File: src/rtl/trackball_pkg.sv
// Shared constants and types for the trackball position counter.
// The optional input glitch filter is enabled by defining TRACKBALL_FILTER_EN.
package trackball_pkg;

  localparam int DEF_AXIS_W     = 4;
  localparam int DEF_FILTER_LEN = 4;
  localparam int PRIME_CYCLES   = 3;

  typedef logic [DEF_AXIS_W-1:0] pos_t;

endpackage

File: src/rtl/trackball_axis.sv
// One axis: synchronise the step clock/direction, detect steps, count up/down
// and present a CPU register that freezes while rd is held. Filter: TRACKBALL_FILTER_EN.
module trackball_axis
  import trackball_pkg::*;
#(
  parameter int AXIS_W = DEF_AXIS_W
`ifdef TRACKBALL_FILTER_EN
  ,
  parameter int FILTER_LEN = DEF_FILTER_LEN
`endif
) (
  input  logic              clk,
  input  logic              reset_n,
  input  logic              flip,
  input  logic              step_clk,
  input  logic              step_dir,
  input  logic              rd,
  output logic [AXIS_W-1:0] pos,
  output logic              sign
);

  localparam logic [AXIS_W-1:0] ONE = AXIS_W'(1);

  logic [1:0]        clk_sync_r;
  logic [1:0]        dir_sync_r;
  logic              prev_r;
  logic [1:0]        prime_cnt_r;
  logic              prime_done_s;
  logic              lvl_s;
  logic              step_s;
  logic              eff_dir_s;
  logic              step_r;
  logic              dir_r;
  logic [AXIS_W-1:0] count_r;
  logic              sign_r;
  logic [AXIS_W-1:0] pos_r;
  logic              pos_sign_r;

  assign prime_done_s = (prime_cnt_r == 2'(PRIME_CYCLES));

`ifdef TRACKBALL_FILTER_EN
  localparam int STAB_W = $clog2(FILTER_LEN) + 1;

  logic              filt_r;
  logic [STAB_W-1:0] stab_cnt_r;

  // Accept a new synchronised level only after FILTER_LEN stable cycles
  always_ff @(posedge clk or negedge reset_n) begin
    if (!reset_n) begin
      filt_r     <= 1'b0;
      stab_cnt_r <= '0;
    end else if (!prime_done_s) begin
      filt_r     <= clk_sync_r[1];
      stab_cnt_r <= '0;
    end else if (clk_sync_r[1] == filt_r) begin
      stab_cnt_r <= '0;
    end else if (stab_cnt_r == STAB_W'(FILTER_LEN - 1)) begin
      filt_r     <= clk_sync_r[1];
      stab_cnt_r <= '0;
    end else begin
      stab_cnt_r <= stab_cnt_r + STAB_W'(1);
    end
  end

  assign lvl_s = filt_r;
`else
  assign lvl_s = clk_sync_r[1];
`endif

  // Synchronisers, previous-level flop and post-reset priming counter
  always_ff @(posedge clk or negedge reset_n) begin
    if (!reset_n) begin
      clk_sync_r  <= 2'b00;
      dir_sync_r  <= 2'b00;
      prev_r      <= 1'b0;
      prime_cnt_r <= 2'b00;
    end else begin
      clk_sync_r  <= {clk_sync_r[0], step_clk};
      dir_sync_r  <= {dir_sync_r[0], step_dir};
      // While priming, track the raw level so a high input at release is not a step
      prev_r      <= prime_done_s ? lvl_s : clk_sync_r[1];
      prime_cnt_r <= prime_done_s ? prime_cnt_r : prime_cnt_r + 2'd1;
    end
  end

  // Step detection on either edge of the accepted level
  always_comb begin
    step_s    = 1'b0;
    eff_dir_s = dir_sync_r[1] ^ flip;
    if (prime_done_s) begin
      step_s = lvl_s ^ prev_r;
    end else begin
      step_s = 1'b0;
    end
  end

  // Registered step, wrapping up/down counter and CPU-facing hold register
  always_ff @(posedge clk or negedge reset_n) begin
    if (!reset_n) begin
      step_r     <= 1'b0;
      dir_r      <= 1'b0;
      count_r    <= '0;
      sign_r     <= 1'b0;
      pos_r      <= '0;
      pos_sign_r <= 1'b0;
    end else begin
      step_r <= step_s;
      dir_r  <= eff_dir_s;
      if (step_r) begin
        count_r <= dir_r ? (count_r - ONE) : (count_r + ONE);
        sign_r  <= dir_r;
      end
      if (!rd) begin
        pos_r      <= count_r;
        pos_sign_r <= sign_r;
      end
    end
  end

  assign pos  = pos_r;
  assign sign = pos_sign_r;

endmodule

File: src/rtl/trackball_counter.sv
// Two-axis trackball position counter with tear-free CPU read registers.
// Optional input glitch filter enabled by defining TRACKBALL_FILTER_EN.
module trackball_counter
  import trackball_pkg::*;
#(
  parameter int AXIS_W = DEF_AXIS_W
`ifdef TRACKBALL_FILTER_EN
  ,
  parameter int FILTER_LEN = DEF_FILTER_LEN
`endif
) (
  input  logic              clk,
  input  logic              reset_n,
  input  logic              flip,
  input  logic              h_clk,
  input  logic              h_dir,
  input  logic              v_clk,
  input  logic              v_dir,
  input  logic              rd_h,
  input  logic              rd_v,
  output logic [AXIS_W-1:0] h_pos,
  output logic              h_sign,
  output logic [AXIS_W-1:0] v_pos,
  output logic              v_sign
);

`ifdef TRACKBALL_FILTER_EN
  trackball_axis #(.AXIS_W(AXIS_W), .FILTER_LEN(FILTER_LEN)) u_h_axis (
`else
  trackball_axis #(.AXIS_W(AXIS_W)) u_h_axis (
`endif
    .clk      (clk),
    .reset_n  (reset_n),
    .flip     (flip),
    .step_clk (h_clk),
    .step_dir (h_dir),
    .rd       (rd_h),
    .pos      (h_pos),
    .sign     (h_sign)
  );

`ifdef TRACKBALL_FILTER_EN
  trackball_axis #(.AXIS_W(AXIS_W), .FILTER_LEN(FILTER_LEN)) u_v_axis (
`else
  trackball_axis #(.AXIS_W(AXIS_W)) u_v_axis (
`endif
    .clk      (clk),
    .reset_n  (reset_n),
    .flip     (flip),
    .step_clk (v_clk),
    .step_dir (v_dir),
    .rd       (rd_v),
    .pos      (v_pos),
    .sign     (v_sign)
  );

endmodule

File: config.mk
export PLATFORM = sky130hd
export DESIGN_NAME = trackball_counter
export DESIGN_NICKNAME = d
export VERILOG_FILES = /design/src/rtl/trackball_pkg.sv /design/src/rtl/trackball_axis.sv /design/src/rtl/trackball_counter.sv
export SDC_FILE = /design/constraint.sdc
export NUM_CORES = 1
export LEC_CHECK = 0
export CORE_ASPECT_RATIO = 1.1
export CORE_MARGIN = 2
export CORE_UTILIZATION = 54
export CTS_CLUSTER_DIAMETER = 150
export DETAILED_ROUTE_END_ITERATION = 16
export PLACE_DENSITY = 0.79
export SLEW_MARGIN = 25
export SYNTH_ARGS = -nofsm -noshare
export SYNTH_HDL_FRONTEND = slang
export SYNTH_SLANG_ARGS = --single-unit
File: constraint.sdc
create_clock -name clk -period 1.9 [get_ports clk]
set_input_delay 0.57 -clock clk [delete_from_list [all_inputs] [get_ports clk]]
set_output_delay 0.57 -clock clk [all_outputs]
set_load 0.02 [all_outputs]
==> Implementation_results.wiki, run 1 <==
{| class="wikitable"
! Metric !! Value
|-
| Outcome || finished clean
|-
| Starting Density || a little under three fifths
|-
| Final max-slew violation count || 0
|-
| Hold Violations, Final || 0
|-
| Vert. Die Dim || a little over 60 um
|-
| Insertion delay of the later-clocked pin in the worst-skew pair || between 0.3 and 0.4 ns
|-
| Startpoint types || register
|-
| Arrival time worst endpoint || approximately 1.1 ns
|-
| Required time at the worst-slack endpoint || roughly 1.3 ns
|-
| Summed instance area of the synthesized netlist || 0.00159 mm2
|-
| Post-layout total power || 2.46 mW
|-
| Nature of the critical path endpoint || output pin
|-
| Total routing resource utilization after global routing || roughly 18%
|-
| Number of different library cells in the post-synthesis netlist || 24
|-
| Diode insertion count for antenna repair || 0
|-
| Post-DP HPWL || around 2000 um
|-
| Pwr Density || roughly 1300 mW/mm2
|-
| Clock buffer count from CTS || 5
|-
| Final #Nets || 160
|-
| Static leakage || 0.871 nW
|-
| Final weighted congestion of routability-driven global placement || 0.797
|-
| Buf+Inv Stages, Crit Path || 1
|-
| Critical R2R Launch || u_v_axis.dir_r$_DFF_PN0_
|-
| Vias || between 900 and 1000
|-
| Placement row count || 20
|-
| Leftover overflow at the end of global routing || 0
|-
| Worst Setup Path Type || reg2out
|-
| Delay contributed by the slowest stage of the critical path || ~0.40 ns
|-
| Clock Pin Slew Worst Setup and Hold Paths || between 0.1 and 0.15 ns
|-
| Layout area overhead || 17.3%
|-
| Setup fix buffers added after clock tree synthesis || 0
|-
| Max-cap viol count || 0
|-
| Final TNS setup || 0 ns
|-
| Root buffer cell || sky130_fd_sc_hd__clkbuf_4
|-
| # IOs || 19
|-
| Slack of the worst reg-to-reg path || ~0.29 ns
|-
| First drt pass iteration count || 4
|-
| Slowest library cell on the worst path || sky130_fd_sc_hd__dfrtp_1
|-
| Syn nets || 136
|-
| Post-route minimum period || about 1.6 ns
|-
| Count of final setup violators || 0
|-
| Crit path max-delay family || flip-flops
|-
| Register bit total from synthesis || 38
|-
| Number of sinks on the clock net || 38
|-
| Total number of H-tree levels || 2
|-
| First-iteration detailed-routing DRC count || 19
|-
| DRT antenna net count || 0
|-
| Avg Synthesized Cell Area || 13.4 um2
|-
| Cells after Synth || between 100 and 150
|-
| Total of buffers placed on input and output ports || 18
|-
| Vias in the first global route || 1010
|-
| Share of the yosys chip area belonging to registers || 59.7%
|-
| Die ar. || approximately 0.0034 mm2
|-
| Path class of the lowest-slack min-delay path || in2async
|-
| Fraction of layout instances using a drive strength above 1 || 14.6%
|-
| Clock tree from TritonCTS || done
|-
| Final worst clock skew || 0.00996 ns
|-
| Routed wire length || between 2000 and 3000 um
|-
| Wire length per cell || about 15 um
|-
| Share of the core filled with cells in the final layout || between 60 and 70%
|-
| Post-detailed-route via-to-cell ratio || 5.40
|-
| Detailed-route DRC error count || 0
|-
| Unrepaired setup endpoints after global routing || false
|-
| First-pass GRT wire length || 4460 um
|-
| Max-slew headroom || 67.5%
|-
| Highest fanout seen on the critical path || 2
|-
| Highest achievable clock rate || approximately 610 MHz
|-
| Clock tree buffer depth || 2
|-
| Ratio of final minimum period to clock period || 86.2%
|-
| Yosys warning total || 0
|-
| Tightest Pin Transition || ~0.49 ns
|-
| Critical Path Source || u_h_axis.sign$_DFFE_PN0N_
|-
| Critical-path cell list || dlygate4sd2_1
|-
| Die width || roughly 56 um
|-
| Peak VDD IR || ~0.84 mV
|-
| Standard cell core area || around 0.0028 mm2
|-
| Number of antenna violations at the first check in global routing || 0
|-
| Largest net degree at the start of global routing || 21
|}
## metal layers
layer | track usage, % | part of all wire [%] | vias to the layer above
met5 | 0 | 0 | -
met4 | 9.41 | 2.5 | 0
met3 | 6.40 | 5.8 | 4
met2 | 33.3 | 52 | 21
met1 | 18.9 | 40 | 469
li1 | - | - | 462
## registers in the layout, indices dropped and copies added, names as in the netlist
register	count
u_h_axis.prev_r	1
u_h_axis.sign	1
u_h_axis.prime_cnt_r	2
u_h_axis.dir_sync_r	2
u_v_axis.sign	1
u_v_axis.count_r	4
u_h_axis.clk_sync_r	2
u_v_axis.step_r	1
u_v_axis.clk_sync_r	2
u_v_axis.prime_cnt_r	2
u_v_axis.dir_r	1
u_v_axis.dir_sync_r	2
u_v_axis.sign_r	1
u_v_axis.pos	4
u_h_axis.dir_r	1
u_v_axis.prev_r	1
u_h_axis.pos	4
u_h_axis.step_r	1
u_h_axis.sign_r	1
u_h_axis.count_r	4
## final cells by class
| class | instances | area [um2] |
|---|---|---|
| well taps | 33 | 41.3 |
| repair buffers | 20 | 193 |
| clock buffers | 7 | 55.1 |
| fillers | 206 | 908 |
| inverters | 9 | 33.8 |
| flip-flops and latches | 38 | 951 |
| multi-input cells | 69 | 591 |
| clock inverters | 1 | 5.00 |
## where the power goes
group | internal (mW) | switching, mW
Clock | 0.179 | 0.250
Sequential | 1.01 | 0.145
Combinational | 0.425 | 0.450
## stage by stage
step	cell area [um2]	instances	worst slack (ns)	hold slack [ns]
CTS	1860	177	0.00112	0.166
detailed placement	1810	169	0.202	0.341
global route	1870	177	0.197	0.193
finish	1870	177	0.263	0.162
floorplan	1590	119	0.460	0.274
global placement	1810	169	0.263	0.332
## synthesized netlist by cell type
cell type,n,area (um2)
sky130_fd_sc_hd__xnor2_1,4,35.0
sky130_fd_sc_hd__ha_1,6,75.1
sky130_fd_sc_hd__clkbuf_1,1,3.75
sky130_fd_sc_hd__nand2_1,6,22.5
sky130_fd_sc_hd__o311ai_0,2,17.5
sky130_fd_sc_hd__nor2b_1,1,6.26
sky130_fd_sc_hd__buf_4,2,15.0
sky130_fd_sc_hd__a2111o_1,2,22.5
sky130_fd_sc_hd__a21oi_1,3,15.0
sky130_fd_sc_hd__fa_1,2,40.0
sky130_fd_sc_hd__nand2b_1,2,12.5
sky130_fd_sc_hd__o21ai_0,6,30.0
sky130_fd_sc_hd__a21oi_2,1,8.76
sky130_fd_sc_hd__nand3_1,2,10.0
sky130_fd_sc_hd__and2_1,2,12.5
sky130_fd_sc_hd__nand4bb_1,1,11.3
sky130_fd_sc_hd__xor2_1,6,52.6
sky130_fd_sc_hd__mux2_2,10,113
sky130_fd_sc_hd__nand3b_1,6,45.0
sky130_fd_sc_hd__inv_1,9,33.8
sky130_fd_sc_hd__nand4_1,1,6.26
sky130_fd_sc_hd__mux2i_1,4,40.0
sky130_fd_sc_hd__o211ai_1,2,15.0
sky130_fd_sc_hd__dfrtp_1,38,951
## worst paths after layout
path                                                        to  cells after the start
max                                                     h_sign                      1
min                        u_h_axis.prime_cnt_r[0]$_DFFE_PN0P_                      1
max reg2reg                    u_v_axis.count_r[3]$_DFFE_PN0P_                      4
min reg2reg                   u_v_axis.dir_sync_r[1]$_DFF_PN0_                      0
max in group asynchronous      u_h_axis.count_r[0]$_DFFE_PN0P_                      2
min in group clk              u_v_axis.dir_sync_r[1]$_DFF_PN0_                      0
## cell usage in the layout (no fill, tap or decap), drive strengths merged, types with 2 or more instances in the layout
cell type / netlist / layout
a2111o: 2 / 2
a21oi: 4 / 4
and2: 2 / 2
buf: 2 / 2
clkbuf: 1 / 8
clkdlybuf4s50: 0 / 7
dfrtp: 38 / 38
dlygate4sd2: 0 / 6
dlymetal6s2s: 0 / 4
fa: 2 / 2
ha: 6 / 6
inv: 9 / 9
mux2: 10 / 10
mux2i: 4 / 4
nand2: 6 / 6
nand2b: 2 / 2
nand3: 2 / 2
nand3b: 6 / 6
o211ai: 2 / 2
o21ai: 6 / 6
o311ai: 2 / 2
xnor2: 4 / 4
xor2: 6 / 6
## kinds of logic after synthesis
logic type / Yosys count / share of synthesized area [%]
muxes: 14 / 9.58
adders and majority gates: 8 / 7.22
DFF: 38 / 59.7
buffers and inverters: 12 / 3.30
AOI/OAI and AO/OA: 16 / 6.83
and+or+nand+nor: 21 / 7.93
xor gates and xnor gates: 10 / 5.49
## what timing repair did
item                       4_1_cts  5_1_grt
hold buffers                     0        0
resized for setup                6        4
setup endpoints to repair        6        4
pin swaps                        0        0
No activity file was read; power rests on OpenSTA's default activity.
==> inputs of run 2 (changes only) <==
--- a/config.mk
+++ b/config.mk
@@ -5,12 +5,15 @@
 export SDC_FILE = /design/constraint.sdc
 export NUM_CORES = 1
 export LEC_CHECK = 0
+export CELL_PAD_IN_SITES_DETAIL_PLACEMENT = 2
+export CELL_PAD_IN_SITES_GLOBAL_PLACEMENT = 2
 export CORE_ASPECT_RATIO = 1.1
 export CORE_MARGIN = 2
-export CORE_UTILIZATION = 54
+export CORE_UTILIZATION = 37
 export CTS_CLUSTER_DIAMETER = 150
+export CTS_CLUSTER_SIZE = 16
 export DETAILED_ROUTE_END_ITERATION = 16
-export PLACE_DENSITY = 0.79
+export PLACE_DENSITY = 0.77
 export SLEW_MARGIN = 25
 export SYNTH_ARGS = -nofsm -noshare
 export SYNTH_HDL_FRONTEND = slang
==> Implementation_results.wiki, run 2 (synthesis results as in run 1) <==
{| class="wikitable"
! Metric !! Value
|-
| Vert. Die Dim || 72.8 um (+19%)
|-
| Vias || 988 (+3.3%)
|-
| Root buffer cell || sky130_fd_sc_hd__clkbuf_8
|-
| DRT antenna net count || 0 (unchanged)
|-
| Static leakage || 0.818 nW (-6.0%)
|-
| Vias in the first global route || 1084 (+7.3%)
|-
| Required time at the worst-slack endpoint || 1.33 ns (about the same)
|-
| # IOs || 19 (unchanged)
|-
| Clock tree buffer depth || 2 (unchanged)
|-
| Final weighted congestion of routability-driven global placement || 0.681 (-15%)
|-
| Nature of the critical path endpoint || output pin
|-
| Final #Nets || 160 (unchanged)
|-
| First-pass GRT wire length || 5130 um (+15%)
|-
| Detailed-route DRC error count || 0 (unchanged)
|-
| Die ar. || 0.00485 mm2 (+43%)
|-
| Hold Violations, Final || 0 (unchanged)
|-
| Highest fanout seen on the critical path || 2 (unchanged)
|-
| Setup fix buffers added after clock tree synthesis || 0 (unchanged)
|-
| Post-DP HPWL || 2230 um (+14%)
|-
| Tightest Pin Transition || 0.405 ns (-0.0823 ns)
|-
| Most common cell after layout, fill and taps aside || sky130_fd_sc_hd__dfrtp_1
|-
| Post-detailed-route via-to-cell ratio || 5.02 (-7.1%)
|-
| Total routing resource utilization after global routing || 14.5% (-3.7 points)
|-
| Clock buffer count from CTS || 5 (unchanged)
|-
| Count of hold-fix buffers inserted at cts || 0 (unchanged)
|-
| Layout area overhead || 19.8%
|-
| Total number of H-tree levels || 2 (unchanged)
|-
| Peak VDD IR || 0.483 mV (-42%)
|-
| First-iteration detailed-routing DRC count || 23 (+4)
|-
| Delay contributed by the slowest stage of the critical path || 0.62 ns (+0.22 ns)
|-
| Largest net degree at the start of global routing || 20 (-4.8%)
|-
| Placement row count || 25 (+25%)
|-
| Buf+Inv Stages, Crit Path || 1 (unchanged)
|-
| Fraction of layout instances using a drive strength above 1 || 13.3% (-1.3 points)
|-
| Final worst clock skew || 0.00393 ns (-0.00602 ns)
|-
| Ratio of final minimum period to clock period || 97.6% (+11 points)
|-
| Fill count || 423 (+110%)
|-
| Die width || 66.6 um (+19%)
|-
| Max-slew headroom || 73.0% (+5.5 points)
|-
| Arrival time worst endpoint || 1.28 ns (+0.21 ns)
|-
| Outcome || finished clean
|-
| First drt pass iteration count || 4 (unchanged)
|-
| Wire length per cell || 14.9 um (+1.4%)
|-
| Clock tree from TritonCTS || done
|-
| Slack of the worst reg-to-reg path || 0.26 ns (-0.03 ns)
|-
| Diode insertion count for antenna repair || 0 (unchanged)
|-
| Clock Pin Slew Worst Setup and Hold Paths || 0.07 ns (-0.04 ns)
|-
| Most frequent cells in the layout || sky130_fd_sc_hd__dfrtp_1 (38), sky130_fd_sc_hd__clkdlybuf4s50_1 (17), sky130_fd_sc_hd__mux2_2 (10)
|-
| Highest achievable clock rate || 539 MHz (-12%)
|-
| Crit path max-delay family || buffers and inverters
|-
| Number of sinks on the clock net || 38 (unchanged)
|-
| Area of the multi-input gates || 591 um2 (unchanged)
|-
| Pwr Density || 1370 mW/mm2 (+4.4%)
|-
| Unrepaired setup endpoints after global routing || false
|-
| Post-route minimum period || 1.85 ns (+0.217 ns)
|-
| Startpoint types || register
|-
| Routed wire length || 2940 um (+13%)
|-
| Max-cap viol count || 0 (unchanged)
|-
| Critical-path cell list || clkdlybuf4s50_1
|-
| Final max-slew violation count || 0 (unchanged)
|-
| Final TNS setup || 0 ns (unchanged)
|-
| Total of buffers placed on input and output ports || 18 (unchanged)
|-
| Register cell area after layout || 951 um2 (unchanged)
|-
| Insertion delay of the later-clocked pin in the worst-skew pair || 0.29 ns (-0.06 ns)
|-
| Path class of the lowest-slack min-delay path || in2async
|-
| Standard cell core area || 0.00422 mm2 (+52%)
|-
| Count of final setup violators || 0 (unchanged)
|-
| Number of antenna violations at the first check in global routing || 0 (unchanged)
|-
| Leftover overflow at the end of global routing || 0 (unchanged)
|-
| Cts repair resizes || 0 (-6)
|-
| Share of the core filled with cells in the final layout || 45.2% (-22 points)
|-
| Worst Setup Path Type || reg2out
|-
| Starting Density || 37.7% (-20 points)
|-
| Slowest library cell on the worst path || sky130_fd_sc_hd__clkdlybuf4s50_1
|}
==> run 2: through the flow <==
step                power (mW)  area (um2)  setup WS (ns)  cells  hold WS (ns)
finish                    2.62        1910         0.0452    197         0.202
global route              2.81        1910         0.0135    197         0.222
CTS                       2.67        1910         0.0479    197         0.207
detailed placement        2.15        1830          0.215    190         0.337
global placement          2.06        1830          0.247    190         0.334
floorplan                 1.76        1590          0.460    119         0.274
==> run 2: power by group <==
part / internal [mW] / total (mW) / switching (mW) / leakage [nW]
combinational: 0.471 / 0.935 / 0.464 / 0.342
sequential: 1.01 / 1.18 / 0.169 / 0.438
clock: 0.252 / 0.507 / 0.255 / 0.0383
total: 1.74 / 2.62 / 0.888 / 0.818
==> run 2: path summary, 6_finish.rpt <==
path,startpoint,to,cells after the start
setup / recovery,u_v_axis.pos[2]$_DFFE_PN0N_,v_pos[2],1
hold / removal,reset_n,u_v_axis.count_r[3]$_DFFE_PN0P_,1
setup reg to reg,u_v_axis.dir_r$_DFF_PN0_,u_v_axis.count_r[3]$_DFFE_PN0P_,4
hold reg to reg,u_h_axis.clk_sync_r[0]$_DFF_PN0_,u_h_axis.clk_sync_r[1]$_DFF_PN0_,0
max in group asynchronous,reset_n,u_v_axis.step_r$_DFF_PN0_,2
min in group clk,u_h_axis.clk_sync_r[0]$_DFF_PN0_,u_h_axis.clk_sync_r[1]$_DFF_PN0_,0
==> run 2: layer usage <==
layer | global-route usage, % | vias up | routed length, um
met3 | 4.63 | 5 | 115
li1 | - | 454 | -
met4 | 5.44 | 0 | 46
met2 | 24.0 | 23 | 1510
met1 | 17.6 | 506 | 1260
met5 | 0 | - | 0
==> run 2: cell type report <==
type	instances	area share [%]
multi-input cells	69	30.9
inverters	9	1.77
flip-flops and latches	38	49.8
well taps	54	3.54
clock buffers	7	4.00
repair buffers	20	9.96
==> inputs of run 3 (changes only) <==
--- a/config.mk
+++ b/config.mk
@@ -5,10 +5,11 @@
 export SDC_FILE = /design/constraint.sdc
 export NUM_CORES = 1
 export LEC_CHECK = 0
+export ABC_CLOCK_PERIOD_IN_PS = 1900
 export CELL_PAD_IN_SITES_DETAIL_PLACEMENT = 2
 export CELL_PAD_IN_SITES_GLOBAL_PLACEMENT = 2
 export CORE_ASPECT_RATIO = 1.1
-export CORE_MARGIN = 2
+export CORE_MARGIN = 3
 export CORE_UTILIZATION = 37
 export CTS_CLUSTER_DIAMETER = 150
 export CTS_CLUSTER_SIZE = 16
==> Implementation_results.wiki, run 3 (synthesis results as in run 1) <==
{| class="wikitable"
! Metric !! Value
|-
| Path class of the lowest-slack min-delay path || in2async
|-
| Number of non-filler instances in the completed layout || 196 (-0.51%)
|-
| Total number of H-tree levels || 2 (unchanged)
|-
| Peak VDD IR || 0.484 mV (+0.11%)
|-
| First-pass GRT wire length || 5050 um (-1.6%)
|-
| Pwr Density || 1410 mW/mm2 (+2.3%)
|-
| Buf+Inv Stages, Crit Path || 1 (unchanged)
|-
| Setup fix buffers added after clock tree synthesis || 0 (unchanged)
|-
| Highest achievable clock rate || 544 MHz (+0.88%)
|-
| Net switching power || 0.881 mW (-0.73%)
|-
| Count of hold-fix buffers inserted at cts || 0 (unchanged)
|-
| Vias in the first global route || 1091 (+0.65%)
|-
| Placement row count || 24 (-4.0%)
|-
| Critical Path Source || u_v_axis.sign$_DFFE_PN0N_
|-
| Slack of the worst reg-to-reg path || 0.28 ns (+0.02 ns)
|-
| Count of final setup violators || 0 (unchanged)
|-
| Max-cap viol count || 0 (unchanged)
|-
| Startpoint types || register
|-
| Clock Pin Slew Worst Setup and Hold Paths || 0.07 ns (about the same)
|-
| Static leakage || 0.838 nW (+2.3%)
|-
| Required time at the worst-slack endpoint || 1.33 ns (about the same)
|-
| Final weighted congestion of routability-driven global placement || 0.696 (+2.1%)
|-
| First-iteration detailed-routing DRC count || 21 (-8.7%)
|-
| Fraction of layout instances using a drive strength above 1 || 15.3% (+2.0 points)
|-
| Vias || 984 (-0.40%)
|-
| Crit path max-delay family || buffers and inverters
|-
| Ratio of final minimum period to clock period || 96.8% (-0.85 points)
|-
| Most frequent cells in the layout || sky130_fd_sc_hd__dfrtp_1 (38), sky130_fd_sc_hd__clkdlybuf4s50_1 (17), sky130_fd_sc_hd__mux2_2 (10)
|-
| DRT antenna net count || 0 (unchanged)
|-
| Post-detailed-route via-to-cell ratio || 5.02 (+0.10%)
|-
| Critical R2R Launch || u_h_axis.dir_r$_DFF_PN0_
|-
| Starting Density || 39.3% (+1.6 points)
|-
| Standard cell core area || 0.00405 mm2 (-4.0%)
|-
| Most common cell after layout, fill and taps aside || sky130_fd_sc_hd__dfrtp_1
|-
| Capturing point of the worst reg2reg path || u_h_axis.count_r[3]$_DFFE_PN0P_
|-
| Fill count || 414 (-2.1%)
|-
| Setup slack after placement || 0.202 ns (-0.0135 ns)
|-
| Detailed-route DRC error count || 0 (unchanged)
|-
| Final #Nets || 160 (unchanged)
|-
| Switching power as a share of total power || 32.3% (-1.5 points)
|-
| Proportion of power drawn by the clock network || 23.1% (+3.8 points)
|-
| Final TNS setup || 0 ns (unchanged)
|-
| Sequential Power Share || 43.1% (-1.9 points)
|-
| Nature of the critical path endpoint || output pin
|-
| Die width || 68.6 um (+3.0%)
|-
| Final WS setup || 0.0614 ns (+0.0161 ns)
|-
| Tightest Pin Transition || 0.518 ns (+0.113 ns)
|-
| # IOs || 19 (unchanged)
|-
| Unrepaired setup endpoints after global routing || false
|-
| Layout area overhead || 21.7%
|-
| Leftover overflow at the end of global routing || 0 (unchanged)
|-
| Area of the multi-input gates || 591 um2 (unchanged)
|-
| Routed wire length || 2950 um (+0.44%)
|-
| Diode insertion count for antenna repair || 0 (unchanged)
|-
| Delay contributed by the slowest stage of the critical path || 0.62 ns (about the same)
|-
| Clock tree buffer depth || 2 (unchanged)
|-
| Worst path depth || 1 (unchanged)
|-
| Final max-slew violation count || 0 (unchanged)
|-
| Highest fanout seen on the critical path || 2 (unchanged)
|-
| Total routing resource utilization after global routing || 13.8% (-0.72 points)
|-
| Largest net degree at the start of global routing || 24 (+20%)
|-
| Internal || 1.85 mW (+6.4%)
|-
| Relative contribution of combinational cells to total power || 33.8% (-1.8 points)
|-
| Root buffer cell || sky130_fd_sc_hd__clkbuf_8
|-
| Outcome || finished clean
|-
| Slowest library cell on the worst path || sky130_fd_sc_hd__clkdlybuf4s50_1
|-
| Vert. Die Dim || 74.8 um (+2.7%)
|-
| Worst Setup Path Type || reg2out
|-
| Number of sinks on the clock net || 38 (unchanged)
|-
| Post-layout total power || 2.73 mW (+4.0%)
|-
| Clock tree from TritonCTS || done
|-
| Reg2reg path depth || 4 (unchanged)
|-
| Critical-path cell list || clkdlybuf4s50_1
|-
| Hold Violations, Final || 0 (unchanged)
|-
| Die ar. || 0.00513 mm2 (+5.8%)
|-
| Final worst clock skew || 0.00582 ns (+0.00188 ns)
|-
| Insertion delay of the later-clocked pin in the worst-skew pair || 0.29 ns (about the same)
|-
| Critical path endpoint || v_sign
|-
| Max-slew headroom || 65.4% (-7.5 points)
|-
| Post-DP HPWL || 2300 um (+3.1%)
|-
| First drt pass iteration count || 4 (unchanged)
|-
| Cts repair resizes || 0 (unchanged)
|-
| Wire length per cell || 15.1 um (+0.95%)
|-
| Post-route minimum period || 1.84 ns (-0.0161 ns)
|-
| Clock buffer count from CTS || 5 (unchanged)
|-
| Number of antenna violations at the first check in global routing || 0 (unchanged)
|-
| Arrival time worst endpoint || 1.27 ns (about the same)
|-
| Total of buffers placed on input and output ports || 18 (unchanged)
|-
| Register cell area after layout || 951 um2 (unchanged)
|-
| Number of cells in the design after placement || 188 (-1.1%)
|}
==> run 3: worst register-to-register path: stages (launching register included) <==
cell	delay, ns
sky130_fd_sc_hd__dfrtp_1	0.48
sky130_fd_sc_hd__ha_1	0.42
sky130_fd_sc_hd__a21oi_1	0.13
sky130_fd_sc_hd__a2111o_1	0.42
sky130_fd_sc_hd__o211ai_1	0.09
==> run 3: area by class of cell <==
| type | instances | share of cell area [%] |
|---|---|---|
| well taps | 52 | 3.35 |
| flip-flops and latches | 38 | 49.0 |
| multi-input cells | 69 | 30.4 |
| clock buffers | 8 | 5.67 |
| repair buffers | 20 | 9.80 |
| inverters | 9 | 1.74 |
==> run 3: stage by stage <==
stage	cell area (um2)	hold WS (ns)	utilization [%]
after floorplan	1590	0.274	-
after detailed placement	1830	0.339	45.2
after global placement	1830	0.331	45.2
final	1940	0.251	47.9
after global routing	1940	0.278	47.9
after CTS	1940	0.262	47.9
==> run 3: per-layer routing <==
| layer | up-vias | GRT usage, % | part of all wire [%] | routed length (um) |
|---|---|---|---|---|
| met5 | - | 0 | 0 | 0 |
| met2 | 23 | 22.7 | 50 | 1480 |
| met3 | 7 | 4.03 | 4.5 | 133 |
| li1 | 453 | - | - | - |
| met4 | 0 | 7.28 | 2.1 | 63 |
| met1 | 501 | 16.0 | 43 | 1280 |
==> run 3: how the worst min path moves through the flow <==
stage	start	to	depth (start not counted)
floorplan	reset_n	u_h_axis.clk_sync_r[0]$_DFF_PN0_	0
global placement	u_h_axis.dir_sync_r[0]$_DFF_PN0_	u_h_axis.dir_sync_r[1]$_DFF_PN0_	0
detailed placement	u_h_axis.dir_sync_r[0]$_DFF_PN0_	u_h_axis.dir_sync_r[1]$_DFF_PN0_	0
CTS	reset_n	u_v_axis.pos[0]$_DFFE_PN0N_	1
global route	reset_n	u_v_axis.count_r[3]$_DFFE_PN0P_	1
finish	reset_n	u_v_axis.pos[0]$_DFFE_PN0N_	1
==> run 3: power by group through the flow <==
stage	clock, mW	combinational (mW)	sequential (mW)
finish	0.630	0.923	1.17
floorplan	0	0.515	1.24
global route	0.701	1.02	1.21
CTS	0.659	0.945	1.18
global placement	0	0.886	1.18
detailed placement	0	0.943	1.20
